[config.mk]
export PLATFORM = sky130hd
export DESIGN_NAME = cipher_stream_core_flat
export DESIGN_NICKNAME = d
export VERILOG_FILES = /design/src/rtl/cipher_stream_if.sv /design/src/rtl/cipher_stream_core.sv /design/src/flat_wrapper.sv
export SDC_FILE = /design/constraint.sdc
export NUM_CORES = 1
export LEC_CHECK = 0
export ABC_AREA = 1
export BUFFER_PORTS_ARGS = -buffer_cell sky130_fd_sc_hd__clkbuf_2
export CORE_ASPECT_RATIO = 1.25
export CORE_MARGIN = 3
export CORE_UTILIZATION = 41
export CTS_CLUSTER_SIZE = 25
export DETAILED_ROUTE_END_ITERATION = 10
export GPL_ROUTABILITY_DRIVEN = 0
export PLACE_DENSITY = 0.55
export SLEW_MARGIN = 10
export SYNTH_ARGS = -nofsm -noshare
export SYNTH_HDL_FRONTEND = slang
export SYNTH_SLANG_ARGS = --single-unit
[constraint.sdc]
create_clock -name clk -period 2.7 [get_ports clk]
set_input_delay 0.27 -clock clk [delete_from_list [all_inputs] [get_ports clk]]
set_output_delay 0.27 -clock clk [all_outputs]
set_load 0.01 [all_outputs]
[src/rtl/cipher_stream_if.sv]
// cipher_stream_if: plaintext, keystream and output handshakes of the cipher stream core.
interface cipher_stream_if #(parameter int DATA_W = 8);
    logic [DATA_W-1:0] in_data;
    logic              in_valid;
    logic              in_ready;
    logic [DATA_W-1:0] ks_data;
    logic              ks_valid;
    logic              ks_ready;
    logic [DATA_W-1:0] out_data;
    logic              out_valid;
    logic              out_ready;
    modport master (
        output in_data, in_valid, ks_data, ks_valid, out_ready,
        input  in_ready, ks_ready, out_data, out_valid
    );
    modport slave (
        input  in_data, in_valid, ks_data, ks_valid, out_ready,
        output in_ready, ks_ready, out_data, out_valid
    );
endinterface

[src/rtl/cipher_stream_core.sv]
// cipher_stream_core: XOR/bypass stream cipher stage feeding a first-word-fall-through FIFO,
// with drain-before-mode-switch and single-cycle flush.
module cipher_stream_core #(
    parameter int DATA_W = 8,
    parameter int DEPTH  = 16,
    parameter int CNT_W  = 16
) (
    input  logic                     clk,
    input  logic                     rst_n,
    cipher_stream_if.slave           bus,
    input  logic                     mode_req,
    input  logic                     flush,
    output logic                     mode_act,
    output logic [$clog2(DEPTH):0]   level,
    output logic [CNT_W-1:0]         word_count,
    output logic [CNT_W-1:0]         stall_count
);
    localparam int AW = $clog2(DEPTH);
    typedef enum logic [1:0] {RUN, DRAIN, FLUSH} state_t;
    state_t            state, state_nxt;
    logic [DATA_W-1:0] mem [DEPTH];
    logic [AW-1:0]     wr_ptr, rd_ptr;
    logic              full, empty, push, pop, stall, in_rdy;
    assign full  = level == (AW+1)'(DEPTH);
    assign empty = level == '0;
    always_comb begin
        state_nxt = state;
        in_rdy    = 1'b0;
        if (flush)
            state_nxt = FLUSH;
        else if (state == DRAIN)
            state_nxt = empty ? RUN : DRAIN;
        else
            state_nxt = (mode_req != mode_act) ? DRAIN : RUN;
        // rst_n gates the combinational ready so it reads 0 throughout reset
        in_rdy = rst_n && state == RUN && !full && (mode_act || bus.ks_valid) &&
                 mode_req == mode_act && !flush;
    end
    assign bus.in_ready  = in_rdy;
    assign push          = bus.in_valid && in_rdy;
    assign bus.ks_ready  = push && !mode_act;
    assign bus.out_valid = !empty;
    assign bus.out_data  = mem[rd_ptr];
    assign pop           = !empty && bus.out_ready && !flush;
    assign stall         = state == RUN && bus.in_valid && !mode_act && !full && !bus.ks_valid;
    always_ff @(posedge clk)
        if (push) mem[wr_ptr] <= bus.in_data ^ ({DATA_W{!mode_act}} & bus.ks_data);
    always_ff @(posedge clk or negedge rst_n) begin
        if (!rst_n) begin
            state       <= RUN;
            wr_ptr      <= '0;
            rd_ptr      <= '0;
            level       <= '0;
            mode_act    <= 1'b0;
            word_count  <= '0;
            stall_count <= '0;
        end else begin
            state <= state_nxt;
            if (flush) begin
                wr_ptr     <= '0;
                rd_ptr     <= '0;
                level      <= '0;
                word_count <= '0;
            end else begin
                if (push) wr_ptr <= wr_ptr + AW'(1);
                if (pop) rd_ptr <= rd_ptr + AW'(1);
                level <= level + (AW+1)'(push) - (AW+1)'(pop);
                if (push) word_count <= word_count + CNT_W'(1);
            end
            if (state == DRAIN && empty && !flush) mode_act <= mode_req;
            if (stall && stall_count != '1) stall_count <= stall_count + CNT_W'(1);
        end
    end
endmodule

[src/flat_wrapper.sv]
// flat-port wrapper written by rule: the top's interface ports become plain ports
module cipher_stream_core_flat 
#(
    parameter int DATA_W = 8,
    parameter int DEPTH  = 16,
    parameter int CNT_W  = 16
)
  (clk, rst_n, mode_req, flush, mode_act, level, word_count, stall_count, bus_in_data, bus_in_valid, bus_ks_data, bus_ks_valid, bus_out_ready, bus_in_ready, bus_ks_ready, bus_out_data, bus_out_valid);
  cipher_stream_if #(.DATA_W(DATA_W)) bus_i ();
  input  logic clk;
  input  logic rst_n;
  input  logic mode_req;
  input  logic flush;
  output logic mode_act;
  output logic [$clog2(DEPTH):0] level;
  output logic [CNT_W-1:0] word_count;
  output logic [CNT_W-1:0] stall_count;
  input wire logic [$bits(bus_i.in_data)-1:0] bus_in_data;
  input wire logic [$bits(bus_i.in_valid)-1:0] bus_in_valid;
  input wire logic [$bits(bus_i.ks_data)-1:0] bus_ks_data;
  input wire logic [$bits(bus_i.ks_valid)-1:0] bus_ks_valid;
  input wire logic [$bits(bus_i.out_ready)-1:0] bus_out_ready;
  output wire logic [$bits(bus_i.in_ready)-1:0] bus_in_ready;
  output wire logic [$bits(bus_i.ks_ready)-1:0] bus_ks_ready;
  output wire logic [$bits(bus_i.out_data)-1:0] bus_out_data;
  output wire logic [$bits(bus_i.out_valid)-1:0] bus_out_valid;
  assign bus_i.in_data = bus_in_data;
  assign bus_i.in_valid = bus_in_valid;
  assign bus_i.ks_data = bus_ks_data;
  assign bus_i.ks_valid = bus_ks_valid;
  assign bus_i.out_ready = bus_out_ready;
  assign bus_in_ready = bus_i.in_ready;
  assign bus_ks_ready = bus_i.ks_ready;
  assign bus_out_data = bus_i.out_data;
  assign bus_out_valid = bus_i.out_valid;
  cipher_stream_core #(.DATA_W(DATA_W), .DEPTH(DEPTH), .CNT_W(CNT_W)) u_core (.clk(clk), .rst_n(rst_n), .bus(bus_i), .mode_req(mode_req), .flush(flush), .mode_act(mode_act), .level(level), .word_count(word_count), .stall_count(stall_count));
endmodule
# Word level (Yosys, flattened, before mapping)

Memory sizes are Yosys's and may differ from the RTL's.
Index checks and enable logic that the tools add are counted.

Muxes and demuxes: 13
Bitwise gates (word level): 2
Eq/ne operators: 5
Add/sub/neg operators: 6
Reductions and logical operators: 26

Operator list:

| kind                                                                   | count |
|---|---|
| 16-bit by 1-bit adder with 16-bit output (second input constant)       | 2 |
| 16-bit 2-to-1 mux                                                      | 2 |
| 1-bit logical AND                                                      | 16 |
| 4-bit 2-to-1 mux                                                       | 4 |
| 16-bit inequality test (second input constant)                         | 1 |
| 4-bit by 1-bit adder with 4-bit output (second input constant)         | 2 |
| 8-bit AND                                                              | 1 |
| 8-bit bitwise XOR                                                      | 1 |
| 5-bit by 1-bit adder with 5-bit output                                 | 1 |
| 5-bit equality test (second input constant)                            | 1 |
| 1-bit zero test                                                        | 5 |
| 5-bit zero test                                                        | 1 |
| 5-bit 2-to-1 mux                                                       | 1 |
| 5-bit by 1-bit subtractor with 5-bit output                            | 1 |
| 1-bit 2-to-1 mux                                                       | 4 |
| 2-bit 2-to-1 mux                                                       | 2 |
| 2-bit nonzero test                                                     | 2 |
| 2-bit by 1-bit equality test with 1-bit output (second input constant) | 1 |
| 2-bit zero test                                                        | 1 |
| 1-bit equality test                                                    | 1 |
| 1-bit logical OR                                                       | 1 |
| 1-bit inequality test                                                  | 1 |

Register bits: 48
Memories: 1
Input bits: 23
Bits in writable memories: 128

Memories:

| memory     | words | bits a word | read ports | clocked after Yosys merged registers in | write ports | line                     | RTL |
|---|---|---|---|---|---|---|---|
| u_core.mem | 16    | 8           | 1          | 0                                       | 1           | cipher_stream_core.sv:21 | `logic [DATA_W-1:0] mem [DEPTH];` |

# Depth between registers and ports, before layout

Word-level depth: 10
Mapped depth: 15

# Worst setup path before layout

Ideal clock, no wire load.

Path type: register to register
Start point: register u_core.level[3]
End point: register u_core.level[4]
Setup time: 0.077 ns
Slack: 0.258 ns
Stages on the path, launching flop included: 16
Arrival: 2.365 ns
Path buffers: 0
Period minus slack after synthesis: 2.442 ns
Cells stage by stage: dfrtp_1 inv_1 ha_1 nand4_1 nand3_1 inv_1 ha_1 inv_1 ha_1 inv_1 fa_1 inv_1 a21oi_1 o21bai_1 o21ai_0 a21oi_1

Elaborated cells between the ends (all ways): 14
Classes of those cells: 2 x add/sub; 1 x eq/ne; 1 x mux; 10 x reduce/logical

RTL lines:

| item                                        | line                     | RTL |
|---|---|---|
| from (decl)                                 | cipher_stream_core.sv:14 | `output logic [$clog2(DEPTH):0] level,` |
| from (signal assigned)                      | cipher_stream_core.sv:67 | `level <= level + (AW+1)'(push) - (AW+1)'(pop);` |
| 5-bit zero test                             | cipher_stream_core.sv:25 | `assign empty = level == '0;` |
| 1-bit zero test                             | n/a                      |  |
| named net bus_out_valid                     | flat_wrapper.sv:26       | `output wire logic [$bits(bus_i.out_valid)-1:0] bus_out_valid;` |
| 1-bit logical AND (2 in a row)              | cipher_stream_core.sv:44 | `assign pop = !empty && bus.out_ready && !flush;` |
| 5-bit by 1-bit subtractor with 5-bit output | cipher_stream_core.sv:67 |  |
| 5-bit 2-to-1 mux                            | cipher_stream_core.sv:59 | `if (flush) begin` |

The timed path passes the listed nets, and every way through them passes these cells.
A chain may end at the register's enable or synchronous reset.

# Worst setup path after layout

Start point: register u_core.rd_ptr[1]
End point: output port bus_out_data[6]

Word-level cells in the longest chain between the ends: 1

Ends and longest elaborated chain:

| item                   | line                     | RTL |
|---|---|---|
| from (decl)            | cipher_stream_core.sv:22 | `logic [AW-1:0] wr_ptr, rd_ptr;` |
| from (signal assigned) | cipher_stream_core.sv:66 | `if (pop) rd_ptr <= rd_ptr + AW'(1);` |
| memory read 16 x 8 bit | n/a                      |  |
| to (decl)              | flat_wrapper.sv:25       | `output wire logic [$bits(bus_i.out_data)-1:0] bus_out_data;` |

Every way passes these cells.

==> out/metrics.yaml <==
outcome:
  status: "complete, but fails checks"
  violations: "negative hold slack"
sta:
  fin_hold_ws_ns: -0.0115
  maxSlewViolCount: 0
  worst_pin_slew_ns: 1.11
  setup_tns_ns: 0
  timing.final.crit_share_pct: 93.0
  setup_viol: 0
  clock_skew_ns: 0.0123
  slew_headroom_pct: 25.7
  fmax_mhz: 398
  hold_violations: 8
  setup_ws_ns: 0.188
  rsz0062_at_grt: "no"
  finalCriticalPeriod_ns: 2.51
clocking:
  cts_buffer_depth: 2
  ctsHoldBuffers: 0
  cts_buffers: 17
  clock_sinks: 176
  insertion_delay_ns: 0.43
  clock-root-buffer: "clkbuf_16"
  clkTransAtPathRegs_ns: 0.07
  cts_max_level: 4
  post-cts-setup-buffers: 0
  cts_tree: "yes"
routing:
  routed-via-count: 5903
  ant_nets: 0
  wl_per_cell_um: 16.8
  first_pass_iters: 5
  wl_mm: 20.0
  via_per_inst: 4.96
  detail_route.iter0.violations: 418
  drc: 0
floorplan:
  ios: 72
  fp.coreArea_um2: 19500
  die_x_um: 132
  fp.dieArea_um2: 21600
  rows: 57
  die_h_um: 164
  initial_core_util_pct: 41.8
synthesis:
  async_reset_ff_share_pct: 27.3
  netlist_area_um2: 8140
  synth-seq-area-share_pct: 62.0
  synth-edff-count: 128
  syn-num-nets: 854
  ys_ff_latch: 176
  synth_commonest_cells: "nand2_1 (247), edfxtp_1 (128), nor2_1 (89), inv_1 (55)"
  ys.warnings.count: 0
  syn_inst: 817
  synth_top_cell_area_share_pct: 47.2
  synthTopCellsByArea: "edfxtp_1 (47%), dfrtp_1 (15%), nand2_1 (11%), nor2_1 (4.1%), o21ai_0 (3.0%)"
  synth_top_cell_by_area: "edfxtp_1"
  yosys_most_used_dff: "edfxtp_1"
  ys_types: 39
  yosysMostFrequentCell: "nand2_1"
  postSynthAreaPerCell_um2: 9.96
worst_setup_path:
  cp_slowest_cell: "dfrtp_1"
  path_cells: "inv_1 > nand2_1 > clkinvlp_4 > nand3_1 > nand2_1 > a21oi_1 > o21ai_0 > o21ai_0 > clkbuf_2"
  start_kind: "flip-flop"
  worstPathArrival_ns: 2.24
  r2r_cells: 15
  crit_path_end_kind: "output pin"
  crit_family: "buffers and inverters"
  crit_type: "flip-flop to output pin"
  r2r_start: "u_core.level[3]"
  path_buf_inv: 3
  crit_fanout: 16
  r2r_setup_slack_ns: 0.26
  slowest_delay_ns: 0.36
  cp.depth: 9
  r2r-end: "u_core.level[4]"
  worstPathRequired_ns: 2.43
finish:
  syn_to_final_growth_pct: 17.2
  final_nets: 949
  num_antenna_cells: 0
  nFillCells: 1830
  drive_gt1_share_pct: 16.9
power:
  p_leak_nw: 3.86
  ir_drop_mv: 0.526
  p_per_area_nw_per_um2: 792
placed_design:
  dpl.hpwl_mm: 13.6
  place_ws_ns: 0.309
  port_buffers: 71
grt:
  grt_pass1_vias: 5791
  grt_usage_pct: 19.1
  gr-total-overflow: 0
  grt_pass1_wl_mm: 31.5
  grt_max_degree: 76
  antenna_found_initial: 0
hold_path:
  hp-class: "primary input to async pin"
run:
  maxCapViolations: 0
==> kinds of logic (layout without fill, tap and decap cells) <==
logic type | count (synthesis) | count (layout) | synth area share, %
fa+ha+maj | 14 | 14 | 2.24
flops | 176 | 176 | 62.0
buf+inv | 87 | 195 | 4.78
compound gates | 109 | 109 | 7.72
xor+xnor | 24 | 24 | 2.58
simple gates | 407 | 407 | 20.7
==> layout by cell type (no fill, tap or decap), drive strengths merged, types with 14 or more instances in the layout <==
| cell type | instances |
|---|---|
| inv | 62 |
| dfrtp | 48 |
| nand4 | 14 |
| nand2 | 249 |
| nor2 | 91 |
| o211ai | 16 |
| a21oi | 17 |
| a31oi | 14 |
| buf | 34 |
| edfxtp | 128 |
| nand3 | 41 |
| clkbuf | 88 |
| o21ai | 59 |
| xnor2 | 14 |
==> state kept, by name, indices dropped and copies added, names as in the netlist <==
name,flops
u_core.mem,128
u_core.stall_count,16
u_core.word_count,16
u_core.level,5
u_core.rd_ptr,4
u_core.wr_ptr,4
u_core.state,2
u_core.mode_act,1
==> where the power goes <==
group,total (W),switching (W),internal (W),leakage (nW)
combinational,0.00179,0.00123,0.000563,1.77
clock,0.00250,0.00111,0.00139,0.283
sequential,0.00326,0.0000928,0.00316,1.81
==> worst max-delay path by stage <==
| stage | startpoint | end | slack (ns) |
|---|---|---|---|
| 3_3_place_gp | u_core.level[3] | u_core.level[4] | 0.37 |
| 6_report | u_core.rd_ptr[1] | bus_out_data[6] | 0.19 |
| 4_1_cts | u_core.rd_ptr[1] | bus_out_data[6] | 0.17 |
| 5_1_grt | u_core.rd_ptr[1] | bus_out_data[6] | 0.02 |
| 3_5_place_dp | u_core.level[3] | u_core.level[4] | 0.31 |
| 2_1_floorplan | u_core.level[3] | u_core.level[4] | 0.26 |
==> timing repair <==
item                       in CTS  in global routing
gates resized for setup         0                  1
setup endpoints to repair       0                  1
hold endpoints to repair        0                  0
==> metal layers <==
metal | global-route usage [%] | wire [um]
met5 | 0 | 0
met2 | 34.1 | 10400
met1 | 23.6 | 8490
met4 | 5.83 | 361
met3 | 3.45 | 753
==> through the flow <==
| stage | power [W] | util (%) | cells | hold WS (ns) | area, um^2 |
|---|---|---|---|---|---|
| 4_1_cts | 0.00762 | 49.0 | 1190 | 0.0168 | 9530 |
| 2_1_floorplan | 0.00435 | - | 817 | -0.0256 | 8140 |
| 3_3_place_gp | 0.00514 | 45.9 | 1158 | 0.499 | 8940 |
| 3_5_place_dp | 0.00512 | 45.9 | 1158 | 0.481 | 8940 |
| 5_1_grt | 0.00792 | 49.0 | 1190 | 0.0379 | 9540 |
| 6_report | 0.00755 | 49.0 | 1190 | -0.0115 | 9540 |
==> area by class of cell <==
type / count / area (um^2) / area share (%)
flip-flops and latches: 176 / 5050 / 52.9
inverters: 58 / 221 / 2.32
well taps: 265 / 332 / 3.48
clock inverters: 15 / 173 / 1.81
repair buffers: 105 / 636 / 6.66
multi-input cells: 554 / 2710 / 28.4
clock buffers: 17 / 425 / 4.46
Note: power is estimated with default switching activity, not from simulation.
